--- src/rtl/uart_rx_os_pkg.sv ---
// Shared UART receive definitions: FSM state encoding, oversampling constants
// and the stop-phase counter width helper.
package uart_rx_os_pkg;

  typedef enum logic [1:0] {
    ST_IDLE  = 2'd0,
    ST_START = 2'd1,
    ST_DATA  = 2'd2,
    ST_STOP  = 2'd3
  } rx_state_e;

  localparam int unsigned OS_RATE = 16;
  localparam int unsigned OS_MID  = 7;

  // Oversample counter must reach SB_TICK-1 in the stop phase; never narrower than 4 bits.
  function automatic int unsigned cnt_width(input int unsigned sb_tick);
    int unsigned w;
    w = $clog2(sb_tick);
    if (w > 32'd4) begin
      return w;
    end else begin
      return 32'd4;
    end
  endfunction

endpackage

--- src/rtl/uart_rx_os_sync.sv ---
// Two-flop synchroniser for a single asynchronous level; reset value selectable
// so an idle-high serial line does not look like a start edge out of reset.
module sync_2ff #(
  parameter logic RST_VAL = 1'b1
) (
  input  logic clk,
  input  logic reset_n,
  input  logic i_d,
  output logic o_q
);

  logic r_meta;
  logic r_sync;

  // Two-stage capture of the asynchronous input.
  always_ff @(posedge clk or negedge reset_n) begin
    if (!reset_n) begin
      r_meta <= RST_VAL;
      r_sync <= RST_VAL;
    end else begin
      r_meta <= i_d;
      r_sync <= r_meta;
    end
  end

  assign o_q = r_sync;

endmodule

--- src/rtl/uart_rx_os.sv ---
// 16x-oversampling 8N1 UART receiver: deserialises LSB-first frames and presents
// each byte with a one-cycle done strobe and a stop-bit framing-error flag.
module uart_rx_os
  import uart_rx_os_pkg::*;
#(
  parameter int DBIT    = 8,
  parameter int SB_TICK = 16
) (
  input  logic            clk,
  input  logic            reset_n,
  input  logic            rx,
  input  logic            s_tick,
  output logic [DBIT-1:0] dout,
  output logic            rx_done_tick,
  output logic            frame_err,
  output logic            busy
);

  localparam int SCW = int'(cnt_width(SB_TICK));
  localparam int NCW = (DBIT > 1) ? $clog2(DBIT) : 1;

  localparam logic [SCW-1:0] C_S_ZERO  = SCW'(0);
  localparam logic [SCW-1:0] C_S_ONE   = SCW'(1);
  localparam logic [SCW-1:0] C_S_MID   = SCW'(OS_MID);
  localparam logic [SCW-1:0] C_S_BIT   = SCW'(OS_RATE - 1);
  localparam logic [SCW-1:0] C_S_STOP  = SCW'(SB_TICK - 1);
  localparam logic [NCW-1:0] C_N_ZERO  = NCW'(0);
  localparam logic [NCW-1:0] C_N_ONE   = NCW'(1);
  localparam logic [NCW-1:0] C_N_LAST  = NCW'(DBIT - 1);

  rx_state_e       r_state;
  rx_state_e       w_state_nxt;
  logic [SCW-1:0]  r_s_cnt;
  logic [SCW-1:0]  w_s_cnt_nxt;
  logic [NCW-1:0]  r_n_cnt;
  logic [NCW-1:0]  w_n_cnt_nxt;
  logic [DBIT-1:0] r_shift;
  logic [DBIT-1:0] w_shift_nxt;
  logic [DBIT-1:0] r_dout;
  logic            r_done;
  logic            r_ferr;
  logic            w_rx_s;
  logic            w_frame_end;
  logic            w_busy;

  sync_2ff #(
    .RST_VAL (1'b1)
  ) u_rx_sync (
    .clk     (clk),
    .reset_n (reset_n),
    .i_d     (rx),
    .o_q     (w_rx_s)
  );

  // FSM state and datapath registers.
  always_ff @(posedge clk or negedge reset_n) begin
    if (!reset_n) begin
      r_state <= ST_IDLE;
      r_s_cnt <= C_S_ZERO;
      r_n_cnt <= C_N_ZERO;
      r_shift <= {DBIT{1'b0}};
    end else begin
      r_state <= w_state_nxt;
      r_s_cnt <= w_s_cnt_nxt;
      r_n_cnt <= w_n_cnt_nxt;
      r_shift <= w_shift_nxt;
    end
  end

  // Next-state and counter logic; everything except start detection waits for a tick.
  always_comb begin
    w_state_nxt = r_state;
    w_s_cnt_nxt = r_s_cnt;
    w_n_cnt_nxt = r_n_cnt;
    w_shift_nxt = r_shift;
    case (r_state)
      ST_IDLE: begin
        if (!w_rx_s) begin
          w_state_nxt = ST_START;
          w_s_cnt_nxt = C_S_ZERO;
        end else begin
          w_state_nxt = ST_IDLE;
        end
      end
      ST_START: begin
        if (!s_tick) begin
          w_state_nxt = ST_START;
        end else if (r_s_cnt == C_S_MID) begin
          // Line back high at mid start bit means a glitch, not a frame.
          if (!w_rx_s) begin
            w_state_nxt = ST_DATA;
            w_s_cnt_nxt = C_S_ZERO;
            w_n_cnt_nxt = C_N_ZERO;
          end else begin
            w_state_nxt = ST_IDLE;
          end
        end else begin
          w_s_cnt_nxt = r_s_cnt + C_S_ONE;
        end
      end
      ST_DATA: begin
        if (!s_tick) begin
          w_state_nxt = ST_DATA;
        end else if (r_s_cnt == C_S_BIT) begin
          w_s_cnt_nxt = C_S_ZERO;
          w_shift_nxt = {w_rx_s, r_shift[DBIT-1:1]};
          if (r_n_cnt == C_N_LAST) begin
            w_state_nxt = ST_STOP;
          end else begin
            w_n_cnt_nxt = r_n_cnt + C_N_ONE;
          end
        end else begin
          w_s_cnt_nxt = r_s_cnt + C_S_ONE;
        end
      end
      ST_STOP: begin
        if (!s_tick) begin
          w_state_nxt = ST_STOP;
        end else if (r_s_cnt == C_S_STOP) begin
          w_state_nxt = ST_IDLE;
        end else begin
          w_s_cnt_nxt = r_s_cnt + C_S_ONE;
        end
      end
      default: begin
        w_state_nxt = ST_IDLE;
        w_s_cnt_nxt = C_S_ZERO;
        w_n_cnt_nxt = C_N_ZERO;
      end
    endcase
  end

  // Output decode from current state: frame completion and activity.
  always_comb begin
    w_frame_end = 1'b0;
    w_busy      = 1'b1;
    case (r_state)
      ST_IDLE:  w_busy = 1'b0;
      ST_START: w_busy = 1'b1;
      ST_DATA:  w_busy = 1'b1;
      ST_STOP:  w_frame_end = s_tick && (r_s_cnt == C_S_STOP);
      default:  w_busy = 1'b0;
    endcase
  end

  // Registered result: strobe for one cycle, data and error held until the next frame.
  always_ff @(posedge clk or negedge reset_n) begin
    if (!reset_n) begin
      r_done <= 1'b0;
      r_dout <= {DBIT{1'b0}};
      r_ferr <= 1'b0;
    end else begin
      r_done <= w_frame_end;
      if (w_frame_end) begin
        r_dout <= r_shift;
        r_ferr <= ~w_rx_s;
      end
    end
  end

  assign dout         = r_dout;
  assign rx_done_tick = r_done;
  assign frame_err    = r_ferr;
  assign busy         = w_busy;

endmodule

--- config.mk ---
export PLATFORM = sky130hd
export DESIGN_NAME = uart_rx_os
export DESIGN_NICKNAME = d
export VERILOG_FILES = /design/src/rtl/uart_rx_os_pkg.sv /design/src/rtl/uart_rx_os_sync.sv /design/src/rtl/uart_rx_os.sv
export SDC_FILE = /design/constraint.sdc
export NUM_CORES = 1
export LEC_CHECK = 0
export ABC_AREA = 1
export BUFFER_PORTS_ARGS = -buffer_cell sky130_fd_sc_hd__buf_2
export CAP_MARGIN = 30
export CORE_MARGIN = 3
export CORE_UTILIZATION = 51
export DETAILED_ROUTE_END_ITERATION = 8
export MAX_ROUTING_LAYER = met4
export PLACE_DENSITY = 0.73
export SLEW_MARGIN = 20
export SYNTH_ARGS = -nofsm -noshare
export SYNTH_HDL_FRONTEND = slang
export SYNTH_SLANG_ARGS = --single-unit
--- constraint.sdc ---
create_clock -name clk -period 1.5 [get_ports clk]
set_clock_uncertainty 0.15 [all_clocks]
set_input_delay 0.3 -clock clk [delete_from_list [all_inputs] [get_ports clk]]
set_output_delay 0.3 -clock clk [all_outputs]
set_load 0.05 [all_outputs]
==> impl_metrics.toml <==
[status]
outcome = "finished, violations left"
violations = "setup timing"

[synth]
avgSynthCellArea_sq_um = 8.70
yosysTopAreaCell = "dfrtp_1"
synth.most_common_cell = "nand2_1"
async_flop_share = 1.00
synthTopCellsByCount = "nand2_1 (55), dfrtp_1 (27), inv_1 (20)"
yosysSeqAreaShare = 0.507
synth_cell_types = 23
yosys_warnings = 0
synth_seq_cells = 29
synth_edf_count = 0
synth.net_count = 172
synthFlopType = "dfrtp_1"
synth_top_area_frac = 0.471
synthCells = 165
synth.area.top_cells = "dfrtp_1 (47%), nand2_1 (14%), o21ai_2 (6.1%), inv_1 (5.2%), dfstp_2 (3.7%)"
syn_area_sq_mm = 0.00144

[critical_path]
cpMostUsedCell = "nand2_4"
cp-end-kind = "flop"
cp.required_ns = 1.62
cp_cell_sequence = "buf_6 -> inv_6 -> nand2_4 -> inv_2 -> nand2_4 -> nor2_4 -> clkbuf_16 -> nand2_1 -> o21ai_1"
cpPeakStageDelay_ns = 0.45
cp_slowest_cell = "dfrtp_1"
worst-path-max-fanout = 8
r2r_setup_slack_ns = -0.10
worstReg2RegEnd = "r_shift[0]"
r2r-start = "r_state[0]"
critPathBufInv = 4
crit_family = "buffers and inverters"
reg2reg_depth = 9
worstSetupStartpointType = "flop"
cp.arrival_ns = 1.73
worstSetupPathType = "flop to flop"

[global_route]
grt_overflow = 0
grt_pass1_vias = 1290
grt_antenna_before_repair = 0
grt_util_all_layers = 0.226
grt_pass1_wl_microns = 5640
grt_max_degree = 30

[final_layout]
fillCellCount = 152
drive_above_1_share = 0.457
stdcell_area_sq_mm = 0.00208
finish.utilization = 0.810
area_growth_pct = 44.9
antenna-diode-count = 0
finalNetCount = 216
multiInputGateArea_sq_um = 778
seq_area_sq_um = 729

[route]
dr.pass1.iters = 4
drt_iter0_markers = 51
drc = 0
post_drt_wl_per_cell_microns = 16.1
ant_nets = 0
viasPerCell = 5.56
wl_microns = 3870
vias = 1334

[pwr]
cellPowerDensity_mw_per_mm2 = 1480
leakagePower_uw = 0.00103
peakVddDrop_mv = 1.36

[sta]
worst_slew_pin_slew_ns = 0.351
finalMaxSlewViolations = 0
fmax_mhz = 623
fin_hold_ws_ns = 0.229
setup_viol = 18
fin_setup_tns_ns = -0.877
period_share = 1.07
setup_ws_ns = -0.105
grt_setup_unrepaired = "yes"
slew_headroom = 0.766
finalHoldViolations = 0
fin_crit_ns = 1.60

[placement]
place_area_sq_mm = 0.00163
portBuffers = 14
hpwl_microns = 2040
place.gp.congestion = 0.944
place_ws_ns = -0.0454

[clock_network]
cts.root.buffer_cell = "clkbuf_4"
cts_max_level = 2
clkSlewWorstSetupHoldPaths_ns = 0.11
clockBufferDepth = 2
cts_tree = "built"
cts_inserted_buffers = 5
clk_latency_ns = 0.34
clock_sink_count = 29

[floorplan]
rows = 18
core-area_sq_mm = 0.00257
initial_utilization = 0.559
fp.dieArea_sq_mm = 0.00349
die_x_microns = 59.0
io_pins = 15
die_h_microns = 59.0

[hold_path]
hold_start = "u_rx_sync.r_meta"
hold_end = "u_rx_sync.o_q"
holdPathStages = 0
hold_class = "flop to flop"

[flow_run]
cap_violations = 0
[stage by stage]
| stage | cells | total power, uW |
|---|---|---|
| global route | 240 | 3250 |
| global placement | 219 | 1830 |
| detailed placement | 219 | 1870 |
| floorplan | 165 | 1560 |
| finish | 240 | 3070 |
| CTS | 237 | 2780 |
[repair_timing]
| action | CTS | global route |
|---|---|---|
| setup endpoints to repair | 20 | 28 |
| pin swaps | 5 | 5 |
| buffers inserted | 6 | 2 |
| hold buffers | 2 | 0 |
| gates cloned | 2 | 1 |
| endpoints found under the hold margin | 30 | 0 |
| gates resized for setup | 16 | 47 |
[registers in the layout, indices dropped and copies added (netlist names)]
name,cells
u_rx_sync.o_q,1
r_state,2
dout,8
rx_done_tick,1
frame_err,1
u_rx_sync.r_meta,1
r_shift,8
r_n_cnt,3
r_s_cnt,4
[logic make-up after synthesis]
kind of cell,share of synthesized area
AOI/OAI and AO/OA,0.113
xor gates and xnor gates,0.00610
adders and majority gates,0.0262
buffers and inverters,0.0846
DFF,0.507
and+or+nand+nor,0.262
[worst register-to-register path, stage by stage (launching register included)]
cell	delay [ns]
dfrtp_1	0.45
buf_6	0.17
inv_6	0.07
nand2_4	0.05
inv_2	0.07
nand2_4	0.06
nor2_4	0.20
clkbuf_16	0.18
nand2_1	0.05
o21ai_1	0.09
[layer usage]
layer  up-vias  routed length, microns  global-route usage  share of wire
li1        618                       -                   -              -
met1       653                    1450               0.252           0.38
met2        41                    2070               0.382           0.53
met3        22                     159              0.0588          0.041
met5         -                       0                   -              0
met4         0                     193              0.0971          0.050
[power breakdown]
part,internal (uW),total (uW),switching [uW]
Clock,396,701,305
Combinational,588,1380,787
Sequential,881,995,114
Total,1860,3070,1210
[placed cells by master, fill, tap and decap left out, drive strengths merged]
master       synthesis  routed
o31ai                1       1
nand2               58      60
nand4                5       5
nand3                9       9
dlygate4sd3          0       2
dfstp                2       2
clkbuf               0      12
a21oi                1       1
dfrtp               27      27
nor2                10      10
bufinv               0       1
o21ai               21      21
xor2                 1       1
buf                  4      31
clkinvlp             0       1
ha                   3       3
inv                 22      22
o211ai               1       1
[cell type report]
cell class | instances | area share
Timing Repair Buffer | 39 | 0.172
Sequential cell | 29 | 0.351
Clock inverter | 2 | 0.0181
Clock buffer | 6 | 0.0247
Tap cell | 30 | 0.0181
Inverter | 22 | 0.0421
Multi-Input combinational cell | 112 | 0.374
[worst max path at each step]
stage	from	endpoint	slack, ns	depth (start not counted)
CTS	r_state[0]	busy	-0.06	3
global placement	r_s_cnt[0]	r_s_cnt[3]	-0.02	7
global route	r_state[0]	r_n_cnt[2]	-0.15	9
floorplan	r_state[1]	r_n_cnt[0]	-0.11	9
detailed placement	r_s_cnt[0]	r_s_cnt[3]	-0.05	7
finish	r_state[0]	r_shift[0]	-0.10	9
Note: power is estimated with default switching activity, not from simulation.
